File: src/rtl/add_sub_pipe.sv
// Two-stage pipelined signed adder/subtractor with overflow flag, optional
// saturation and an internal accumulator, under valid/ready flow control.
module add_sub_pipe #(
   parameter int unsigned WIDTH = 4
) (
   input  logic             CLK,
   input  logic             RST,
   input  logic             IN_VALID,
   output logic             IN_READY,
   input  logic [WIDTH-1:0] A,
   input  logic [WIDTH-1:0] B,
   input  logic             SUB,
   input  logic             ACC,
   input  logic             SAT,
   input  logic             CLR,
   output logic             OUT_VALID,
   input  logic             OUT_READY,
   output logic [WIDTH:0]   ANS,
   output logic             CY_BR_OUT,
   output logic [WIDTH-1:0] ACC_Q
);

   localparam int unsigned SW = WIDTH + 1;
   localparam logic [SW-1:0] SMIN = {2'b11, {(WIDTH-1){1'b0}}};
   localparam logic [SW-1:0] SMAX = {2'b00, {(WIDTH-1){1'b1}}};

   // stage 1 operand registers
   logic             s1_valid_q, s1_valid_d;
   logic [WIDTH-1:0] s1_a_q, s1_a_d;
   logic [WIDTH-1:0] s1_b_q, s1_b_d;
   logic             s1_sub_q, s1_sub_d;
   logic             s1_acc_q, s1_acc_d;
   logic             s1_sat_q, s1_sat_d;

   // stage 2 result registers and accumulator
   logic             s2_valid_q, s2_valid_d;
   logic [SW-1:0]    ans_q, ans_d;
   logic             cy_q, cy_d;
   logic [WIDTH-1:0] acc_q, acc_d;

   logic             in_ready_c;
   logic             accept_c;
   logic             load_c;
   logic [WIDTH-1:0] left_c;
   logic [SW-1:0]    left_x_c;
   logic [SW-1:0]    b_x_c;
   logic [SW-1:0]    full_c;
   logic             ovf_c;
   logic [SW-1:0]    ans_c;

   always_ff @(posedge CLK or posedge RST) begin
      if (RST) begin
         s1_valid_q <= 1'b0;
         s1_a_q     <= '0;
         s1_b_q     <= '0;
         s1_sub_q   <= 1'b0;
         s1_acc_q   <= 1'b0;
         s1_sat_q   <= 1'b0;
         s2_valid_q <= 1'b0;
         ans_q      <= '0;
         cy_q       <= 1'b0;
         acc_q      <= '0;
      end else begin
         s1_valid_q <= s1_valid_d;
         s1_a_q     <= s1_a_d;
         s1_b_q     <= s1_b_d;
         s1_sub_q   <= s1_sub_d;
         s1_acc_q   <= s1_acc_d;
         s1_sat_q   <= s1_sat_d;
         s2_valid_q <= s2_valid_d;
         ans_q      <= ans_d;
         cy_q       <= cy_d;
         acc_q      <= acc_d;
      end
   end

   always_comb begin
      s1_valid_d = s1_valid_q;
      s1_a_d     = s1_a_q;
      s1_b_d     = s1_b_q;
      s1_sub_d   = s1_sub_q;
      s1_acc_d   = s1_acc_q;
      s1_sat_d   = s1_sat_q;
      s2_valid_d = s2_valid_q;
      ans_d      = ans_q;
      cy_d       = cy_q;
      acc_d      = acc_q;

      in_ready_c = !s1_valid_q || !s2_valid_q || OUT_READY;
      accept_c   = IN_VALID && in_ready_c;
      load_c     = s1_valid_q && (!s2_valid_q || OUT_READY);

      // exact sum in WIDTH+1 bits; overflow when the top two bits disagree
      left_c   = s1_acc_q ? acc_q : s1_a_q;
      left_x_c = {left_c[WIDTH-1], left_c};
      b_x_c    = {s1_b_q[WIDTH-1], s1_b_q};
      full_c   = s1_sub_q ? (left_x_c - b_x_c) : (left_x_c + b_x_c);
      ovf_c    = full_c[WIDTH] ^ full_c[WIDTH-1];
      if (s1_sat_q && ovf_c) begin
         ans_c = full_c[WIDTH] ? SMIN : SMAX;
      end else begin
         ans_c = full_c;
      end

      if (accept_c) begin
         s1_valid_d = 1'b1;
         s1_a_d     = A;
         s1_b_d     = B;
         s1_sub_d   = SUB;
         s1_acc_d   = ACC;
         s1_sat_d   = SAT;
      end else if (load_c) begin
         s1_valid_d = 1'b0;
      end

      if (load_c) begin
         s2_valid_d = 1'b1;
         ans_d      = ans_c;
         cy_d       = ovf_c;
         acc_d      = ans_c[WIDTH-1:0];
      end else if (OUT_READY) begin
         s2_valid_d = 1'b0;
      end

      // clear wins over a same-edge accumulator update
      if (CLR) begin
         acc_d = '0;
      end
   end

   assign IN_READY  = in_ready_c;
   assign OUT_VALID = s2_valid_q;
   assign ANS       = ans_q;
   assign CY_BR_OUT = cy_q;
   assign ACC_Q     = acc_q;

endmodule

File: config.mk
export PLATFORM = sky130hd
export DESIGN_NAME = add_sub_pipe
export DESIGN_NICKNAME = d
export VERILOG_FILES = /design/src/rtl/add_sub_pipe.sv
export SDC_FILE = /design/constraint.sdc
export NUM_CORES = 1
export LEC_CHECK = 0
export CORE_AREA = 2 2 54 56
export CTS_BUF_LIST = sky130_fd_sc_hd__clkbuf_16
export DETAILED_ROUTE_END_ITERATION = 10
export DIE_AREA = 0 0 56 58
export HOLD_SLACK_MARGIN = 0.1
export PLACE_DENSITY = 0.76
export SYNTH_ARGS = -nofsm -noshare
export SYNTH_HDL_FRONTEND = slang
export SYNTH_SLANG_ARGS = --single-unit
File: constraint.sdc
create_clock -name CLK -period 3.6 [get_ports CLK]
set_clock_uncertainty 0.05 [all_clocks]
set_input_delay 0.72 -clock CLK [delete_from_list [all_inputs] [get_ports CLK]]
set_output_delay 0.72 -clock CLK [all_outputs]
set_load 0.01 [all_outputs]
# After elaboration in Yosys (flattened, before gate mapping)

Cells that the tools add are included.
W data, S select, Z words.

Register bits after elaboration: 23
Input bits: 16
Output and inout bits: 12
Logic and storage cells: 34

Add/subtract/negate cells: 2
Mux-type cells: 10
Bitwise gates (word level): 1
Reduce and logical (&&, ||, !) cells: 11

Operators with widths:

| kind                | number |
|---|---|
| $mux W5             | 3 |
| $mux W4             | 3 |
| $reduce_bool A2 Y1  | 3 |
| $add A4 B4 Y5       | 1 |
| $sub A4 B4 Y5       | 1 |
| $mux W1             | 4 |
| $logic_and A1 B1 Y1 | 3 |
| $logic_or A1 B1 Y1  | 3 |
| $logic_not A1 Y1    | 2 |
| $xor A1 B1 Y1       | 1 |

# Longest topological paths before layout

Gate-level depths: netlist of run 1.

Word-level depth: 8
Mapped depth: 11

# Worst setup path before layout of run 1

OpenSTA, ideal clock, no wires.

Path kind: register -> register
Start point: register s1_b_q[0]
End point: register ans_q[1] (netlist: ANS[1])
Setup time: 0.133 ns
Arrival: 2.297 ns
Required time: 3.417 ns
Slack: 1.121 ns
Stages on the path, launching flop included: 12
Cell sequence: dfrtp_1 > inv_1 > ha_1 > mux2_2 > inv_1 > ha_1 > nor2b_1 > o21ai_0 > nor3b_1 > nor2_1 > o31ai_1 > o21ai_0

Longest elaborated chain between the ends: 5

Ends and longest elaborated chain:

| what                                                  | RTL line | source |
|---|---|---|
| start: declaration                                    | 30       | `logic [WIDTH-1:0] s1_b_q, s1_b_d;` |
| start signal: assignment                              | 55       | `s1_b_q <= '0;` |
| start signal: assignment                              | 66       | `s1_b_q <= s1_b_d;` |
| $add A4 B4 Y5 / $sub A4 B4 Y5 (equally long branches) | 97       | `full_c = s1_sub_q ? (left_x_c - b_x_c) : (left_x_c + b_x_c);` |
| $mux W5 (*)                                           | 97       |  |
| $xor A1 B1 Y1                                         | 98       | `ovf_c = full_c[WIDTH] ^ full_c[WIDTH-1];` |
| $logic_and A1 B1 Y1                                   | 99       | `if (s1_sat_q && ovf_c) begin` |
| $mux W5 (*)                                           | 99       |  |
| end signal: assignment                                | 71       | `ans_q <= ans_d;` |
| end: declaration                                      | 37       | `logic [SW-1:0] ans_q, ans_d;` |

Mark *: on every way between the ends. The rest lies on a longest branch, timed or not.
A chain may end at the register's enable or synchronous reset.

# Final worst setup path of run 1

Ends and elaborated chain as after synthesis.

==> impl_results.md, run 1 <==
* Sink Count at 23
* Die Span Y at slightly below 60 um
* Worst VDD drop at between 0.5 and 0.6 mV
* DP HPWL at between 1500 and 2000 um
* I/O pins at 28
* DR iter-0 viols at 21
* Core area at approximately 2700 sq um
* Final Hold Fails at 0
* Min Hold Slack at 0.4360 ns
* Status: complete, no violations
* Hold_buf cts at 0
* Routed Antenna Nets at 0
* Number of synthesized flops with an enable pin at 0
* Clock Latency Late Sink at approximately 0.26 ns
* CTS max path bufs at 2
* Width of the die at ~56 um
* CP Launch Type: flop
* Critical Path End: ANS[1]
* #FFs+latches synth at 23
* Root Buffer: clkbuf_16
* Total CTS buffers at 3
* WP data required at ~3.7 ns
* Kind of critical path: reg -> reg
* Area leader, netlist: dfrtp_1
* Wirelength per Cell at between 10 and 15 um
* Leak at around 0.00072 uW
* Post-synth top area share at roughly 46%
* Crit path max fanout at 6
* Main synth FF type: dfrtp_1
* Async SR Flop Fraction at 100.0%
* Final wirelength at about 2400 um
* First-pass GRT wire length at around 4000 um
* Nets@finish at roughly 170
* Global-route usage over all layers at roughly 16%
* F_max at between 300 and 400 MHz
* Yosys warnings at 0
* Slew HR at around 42%
* Yosys cell types at 29
* Fin. max-slew vios at 0
* H-tree levels at 1
* Vias in the first global route at a little over 900
* Critical R2R Launch: s1_b_q[0]
* Congestion Overflow GR at 0
* FF-to-FF setup slack at 0.87 ns
* Drt first pass iters at 4
* Syn_nets at roughly 140
* Cell area after synthesis at 1256 sq um
* Number of port buffers at 27
* Pin count of the biggest net entering global routing at 24
* Initial antenna violation count at 0
* Largest cells by area after synthesis: dfrtp_1 (46%), mux2_2 (12%), ha_1 (5.0%)
* Final Wtd Congestion at roughly 0.8
* Initial Util at between 40 and 50%
* RSZ-0062 raised after global routing: false
* Worst-Margin Slew at approximately 0.87 ns
* Critical path startpoint: s1_b_q[0]
* # rows at 19
* CP Capture Type: flop
* Die area at 3248 sq um
* Worst R2R End: ANS[1]
* CTS resizes at 0
* Setup TNS at 0 ns
* Max-cap violations at 0
* PwrDens at 724.2 nW/um^2
* Cells after Synth at about 120
* Post-Syn Area per Cell at approximately 10 sq um
* Post-CTS setup repair buffer count at 0
* Sequential fraction of the synthesis area at between 40% and 50%
* Arrival @ worst endpoint at approximately 2.8 ns
* Share of post-route cells with drive strength above 1 at between 10% and 20%
* P&R area growth vs syn at 30.38%
* Period utilization at approximately three quarters
* Routed via count at 933
* Reg2Reg Depth at 11
* Drt via density at 5.155
* Final setup viols at 0
* CTS tree: built
* DR DRC count at 0
* Clock-pin slew on the worst setup and hold paths at 0.06 ns
* Worst hold path class: reg -> reg
* Tmin final at 2.730 ns
* Antenna diode count at 0
## metrics by stage
stage / setup WS, ns / instances / area [sq um] / total power, uW / util, %
finish: 0.8697 / 181 / 1638 / 1186 / 61.51
global route: 0.5997 / 181 / 1638 / 1277 / 61.51
CTS: 0.8623 / 181 / 1638 / 1197 / 61.51
detailed placement: 0.8715 / 177 / 1558 / 954.6 / 58.51
global placement: 0.9704 / 177 / 1558 / 925.9 / 58.51
floorplan: 1.121 / 121 / 1256 / 747.7 / -
## cells in the final DEF (no fill, tap or decap), drive strengths merged, types with 2 or more instances in the layout
| cell type | instances |
|---|---|
| clkdlybuf4s50 | 27 |
| dfrtp | 23 |
| mux2 | 14 |
| nand2 | 12 |
| o21ai | 10 |
| inv | 9 |
| nor2 | 9 |
| a21oi | 5 |
| ha | 5 |
| nand2b | 4 |
| xnor2 | 4 |
| nor2b | 3 |
| nor3 | 3 |
| a31oi | 3 |
| clkbuf | 3 |
| and2 | 2 |
| mux2i | 2 |
## critical path, cell delays in order (launching register included)
cell and delay [ns]:
dfrtp_1 0.39, inv_1 0.06, ha_1 0.29, mux2_2 0.29, inv_1 0.06, ha_1 0.21
nor2b_1 0.12, o21ai_0 0.18, nor3b_1 0.34, nor2_1 0.18, o31ai_1 0.28, o21ai_0 0.14
## area by class of cell
type | count | area [sq um]
clock buffers | 3 | 75.07
clock inverters | 1 | 5.005
fillers | 224 | 1025
inverters | 9 | 33.78
multi-input cells | 87 | 639.4
flip-flops and latches | 23 | 575.6
well taps | 31 | 38.79
repair buffers | 27 | 270.3
## cells by family (layout without fill, tap and decap cells)
kind of cell             after synthesis  count (layout)  synth area share, %
AND/OR/NAND/NOR                       37              37                14.14
multiplexers                          16              16                14.44
XOR/XNOR                               5               5                4.682
flip-flops                            23              23                45.82
adder cells (fa/ha/maj)                6               6                6.574
buffers and inverters                 11              40                3.287
AO/OA/AOI/OAI                         23              23                11.06
## cell usage after synthesis, types with 2 or more instances
cell type   n
nor2b_1     3
clkbuf_1    2
a21oi_1     5
nor2_1      9
a31oi_1     3
o21ai_0    10
ha_1        5
mux2i_1     2
nand2_1    12
inv_1       9
nand2b_1    4
and2_1      2
xnor2_1     2
xnor2_2     2
mux2_2     13
nor3_1      3
dfrtp_1    23
## per-layer routing
metal,GRT usage [%],routed length [um],vias to the layer above
met4,8.163,46,0
li1,-,-,474
met5,0,0,-
met1,18.81,1037,429
met2,29.24,1178,26
met3,3.125,124,4
## worst min path at each step
stage / start / end / cells after the start
after floorplan: s1_valid_q / OUT_VALID / 1
after global placement: CY_BR_OUT / CY_BR_OUT / 2
after detailed placement: CY_BR_OUT / CY_BR_OUT / 2
after CTS: CY_BR_OUT / CY_BR_OUT / 2
after global routing: CY_BR_OUT / CY_BR_OUT / 2
final: CY_BR_OUT / CY_BR_OUT / 2
## state kept, by name, indices dropped and copies added, names as in the netlist, 4 cells and up
name	flops
s1_b_q	4
ACC_Q	4
ANS	5
s1_a_q	4
## report_power, final
part,internal [uW],switching (uW),total [uW]
Clock,149,88.9,238
Sequential,330,53.8,384
Combinational,282,282,564
Total,761,425,1190
No activity file was read; power rests on OpenSTA's default activity.
==> run 2: changes to the inputs <==
==> config.mk (replaced) <==
export PLATFORM = sky130hd
export DESIGN_NAME = add_sub_pipe
export DESIGN_NICKNAME = d
export VERILOG_FILES = /design/src/rtl/add_sub_pipe.sv
export SDC_FILE = /design/constraint.sdc
export NUM_CORES = 1
export LEC_CHECK = 0
export CORE_AREA = 2 2 79 43
export CTS_BUF_LIST = sky130_fd_sc_hd__clkbuf_16
export DETAILED_ROUTE_END_ITERATION = 10
export DIE_AREA = 0 0 81 45
export HOLD_SLACK_MARGIN = 0.1
export PLACE_DENSITY = 0.72
export SYNTH_ARGS = -nofsm -noshare
export SYNTH_HDL_FRONTEND = slang
export SYNTH_SLANG_ARGS = --single-unit
==> constraint.sdc (replaced) <==
create_clock -name CLK -period 2.4 [get_ports CLK]
set_clock_uncertainty 0.05 [all_clocks]
set_input_delay 0.48 -clock CLK [delete_from_list [all_inputs] [get_ports CLK]]
set_output_delay 0.48 -clock CLK [all_outputs]
set_load 0.01 [all_outputs]
==> run 2 against run 1 <==
The flow now finishes with violations (setup timing); sequential share of layout area is 4.7 points lower; hold slack got worse by 0.0033 ns; non-clock buffer count is 15 higher; via count increased by 12%; core utilization up 3.5 points; critical path depth stayed put; critical path type unchanged; largest cell class unchanged; largest power group unchanged.
==> impl_results.md, run 2 (synthesized netlist as in run 1, its figures left out) <==
* Sink Count at 23
* Tmin final at about 2.5 ns
* Number of port buffers at 27
* Max-cap violations at 0
* Initial Util at 43.20%
* Core area at between 2000 and 3000 sq um
* # rows at 14
* Status: finished with violations
* WP data required at around 2.5 ns
* Leak at between 0.0008 and 0.0009 uW
* PwrDens at between 1000 and 1500 nW/um^2
* Arrival @ worst endpoint at about 2.6 ns
* F_max at between 300 and 400 MHz
* Drt via density at between 5 and 6
* Period utilization at 104.7%
* Cell Chain, Critical Path: inv_1, ha_1, mux2_4, fa_2, nor2b_2, o21a_1, nor2_2, xnor2_4, buf_4, o21ai_0, a21oi_1
* GR Util met1 at between 20% and 30%
* Max reg flops at 5
* Grt met2 use at 33.88%
* Crit path max fanout at 6
* Width of the die at between 80 and 90 um
* First-pass GRT wire length at ~4700 um
* GRT Max-Usage Layer: met2
* Drt first pass iters at 6
* Vias in the first global route at between 1,000 and 1,500
* Setup WS pre-CTS at -0.1442 ns
* Global Route met3 Usage at about 4.6%
* Slowest cell delay on critical path at between 0.3 and 0.4 ns
* DP HPWL at 1997 um
* Violated checks: setup timing
* Setup ws final at -0.1124 ns
* CTS tree: built
* Share of post-route cells with drive strength above 1 at a little under a third
* Worst hold path class: reg -> reg
* Kind of critical path: reg -> reg
* CTS max path bufs at 2
* Worst-Margin Slew at roughly 0.37 ns
* FILL cells at 230
* Total CTS buffers at 3
* CP Launch Type: flop
* Final Hold Fails at 0
* RSZ-0062 raised after global routing: true
* Clock Latency Late Sink at ~0.25 ns
* Nets@finish at 188
* Wirelength per Cell at 14.59 um
* Most frequent cells in the layout: clkdlybuf4s50_1 (27), dfrtp_1 (23), buf_4 (13)
* Routed via count at about 1,000
* WP buf/inv at 2
* Final Wtd Congestion at approximately 0.85
* I/O pins at 28
* Leading cell type in the layout, fill and taps excluded: clkdlybuf4s50_1
* Root Buffer: clkbuf_16
* H-tree levels at 1
* Slew HR at 74.86%
* Die Span Y at 45 um
* Clock-pin slew on the worst setup and hold paths at approximately 0.060 ns
* Reg area at 575.6 sq um
* Pin count of the biggest net entering global routing at 24
* Initial antenna violation count at 0
* Global-route usage over all layers at 17.89%
* CP Capture Type: flop
* Multi-input gate area at between 700 and 800 sq um
* P&R area growth vs syn at 50.40%
* Worst VDD drop at roughly 0.47 mV
* Cell family contributing the most delay on the critical path: adder cells
* Final wirelength at 2990 um
* Die area at ~3600 sq um
* DR DRC count at 0
* Fin. max-slew vios at 0
* Setup TNS at -0.4772 ns
* Congestion Overflow GR at 0
* Routed Antenna Nets at 0
* Final setup viols at 9
* DR iter-0 viols at 87
* Antenna diode count at 0
* Max stage delay cell, worst path: fa_2
-- run 2: cell count changes in the layout (fill, tap and decap cells not counted), moves of 2 or more --
cell / previous run / this run
buf_4: 0 / 13
nor2_1: 9 / 7
nor2b_1: 3 / 1
nor2b_2: 0 / 2
nor3_1: 3 / 1
nor3_2: 0 / 2
o21ai_0: 10 / 6
o21ai_1: 0 / 3
-- run 2: worst paths after layout --
path	from	to	slack, ns	depth (start not counted)
max	s1_b_q[1]	ACC_Q[1]	-0.11	11
min	ANS[4]	ANS[4]	0.43	2
max reg2reg	s1_b_q[1]	ACC_Q[1]	-0.11	11
min reg2reg	ANS[4]	ANS[4]	0.43	2
max in group asynchronous	RST	s1_a_q[3]	1.55	3
min in group asynchronous	RST	OUT_VALID	0.52	3
-- run 2: power breakdown --
part           leakage, uW  total (uW)  internal (uW)  switching, uW
Combinational     0.000506        1350            722            631
Clock            0.0000423         353            222            131
Sequential        0.000274         576            496           80.4
-- run 2: final cells by class --
type / instances / area share (%)
Clock buffer: 3 / 3.974
Clock inverter: 1 / 0.1987
Inverter: 9 / 1.788
Multi-Input combinational cell: 87 / 39.80
Sequential cell: 23 / 30.46
Tap cell: 40 / 2.649
Timing Repair Buffer: 42 / 21.13
-- run 2: worst register-to-register path, stage by stage (launching register included) --
cell and delay (ns):
dfrtp_1 0.34, inv_1 0.05, ha_1 0.28, mux2_4 0.29
fa_2 0.39, nor2b_2 0.14, o21a_1 0.13, nor2_2 0.06
xnor2_4 0.28, buf_4 0.17, o21ai_0 0.07, a21oi_1 0.18
-- run 2: repair_timing --
action                                  in CTS  in global routing
resized for setup                           17                  8
endpoints found under the hold margin        0                  0
pin swaps                                   10                  8
setup buffers                                3                  1
hold buffers                                 0                  0
endpoints found under the setup margin       9                 10
-- run 2: routing by layer --
metal  share of wire, %  vias to the layer above
li1                   -                      499
met4               0.64                        0
met5                  0                        -
met1                 41                      512
met2                 54                       28
met3                4.9                        2
-- run 2: metrics by stage --
stage,std cells,hold slack [ns],power [uW],utilization (%),area (sq um)
after floorplan,121,0.4208,1144,-,1270
after global placement,197,0.4114,1513,57.27,1665
after detailed placement,197,0.4263,1538,57.27,1665
after CTS,204,0.4435,2177,63.21,1838
after global routing,205,0.4586,2432,64.97,1889
final,205,0.4327,2282,64.97,1889
==> run 3: changes to the inputs <==
--- a/config.mk
+++ b/config.mk
@@ -11,6 +11,7 @@
 export DIE_AREA = 0 0 81 45
 export HOLD_SLACK_MARGIN = 0.1
 export PLACE_DENSITY = 0.72
+export SLEW_MARGIN = 5
 export SYNTH_ARGS = -nofsm -noshare
 export SYNTH_HDL_FRONTEND = slang
 export SYNTH_SLANG_ARGS = --single-unit
==> results of run 3 <==
The final DEF is identical to that of run 2; final timing and power are the same.
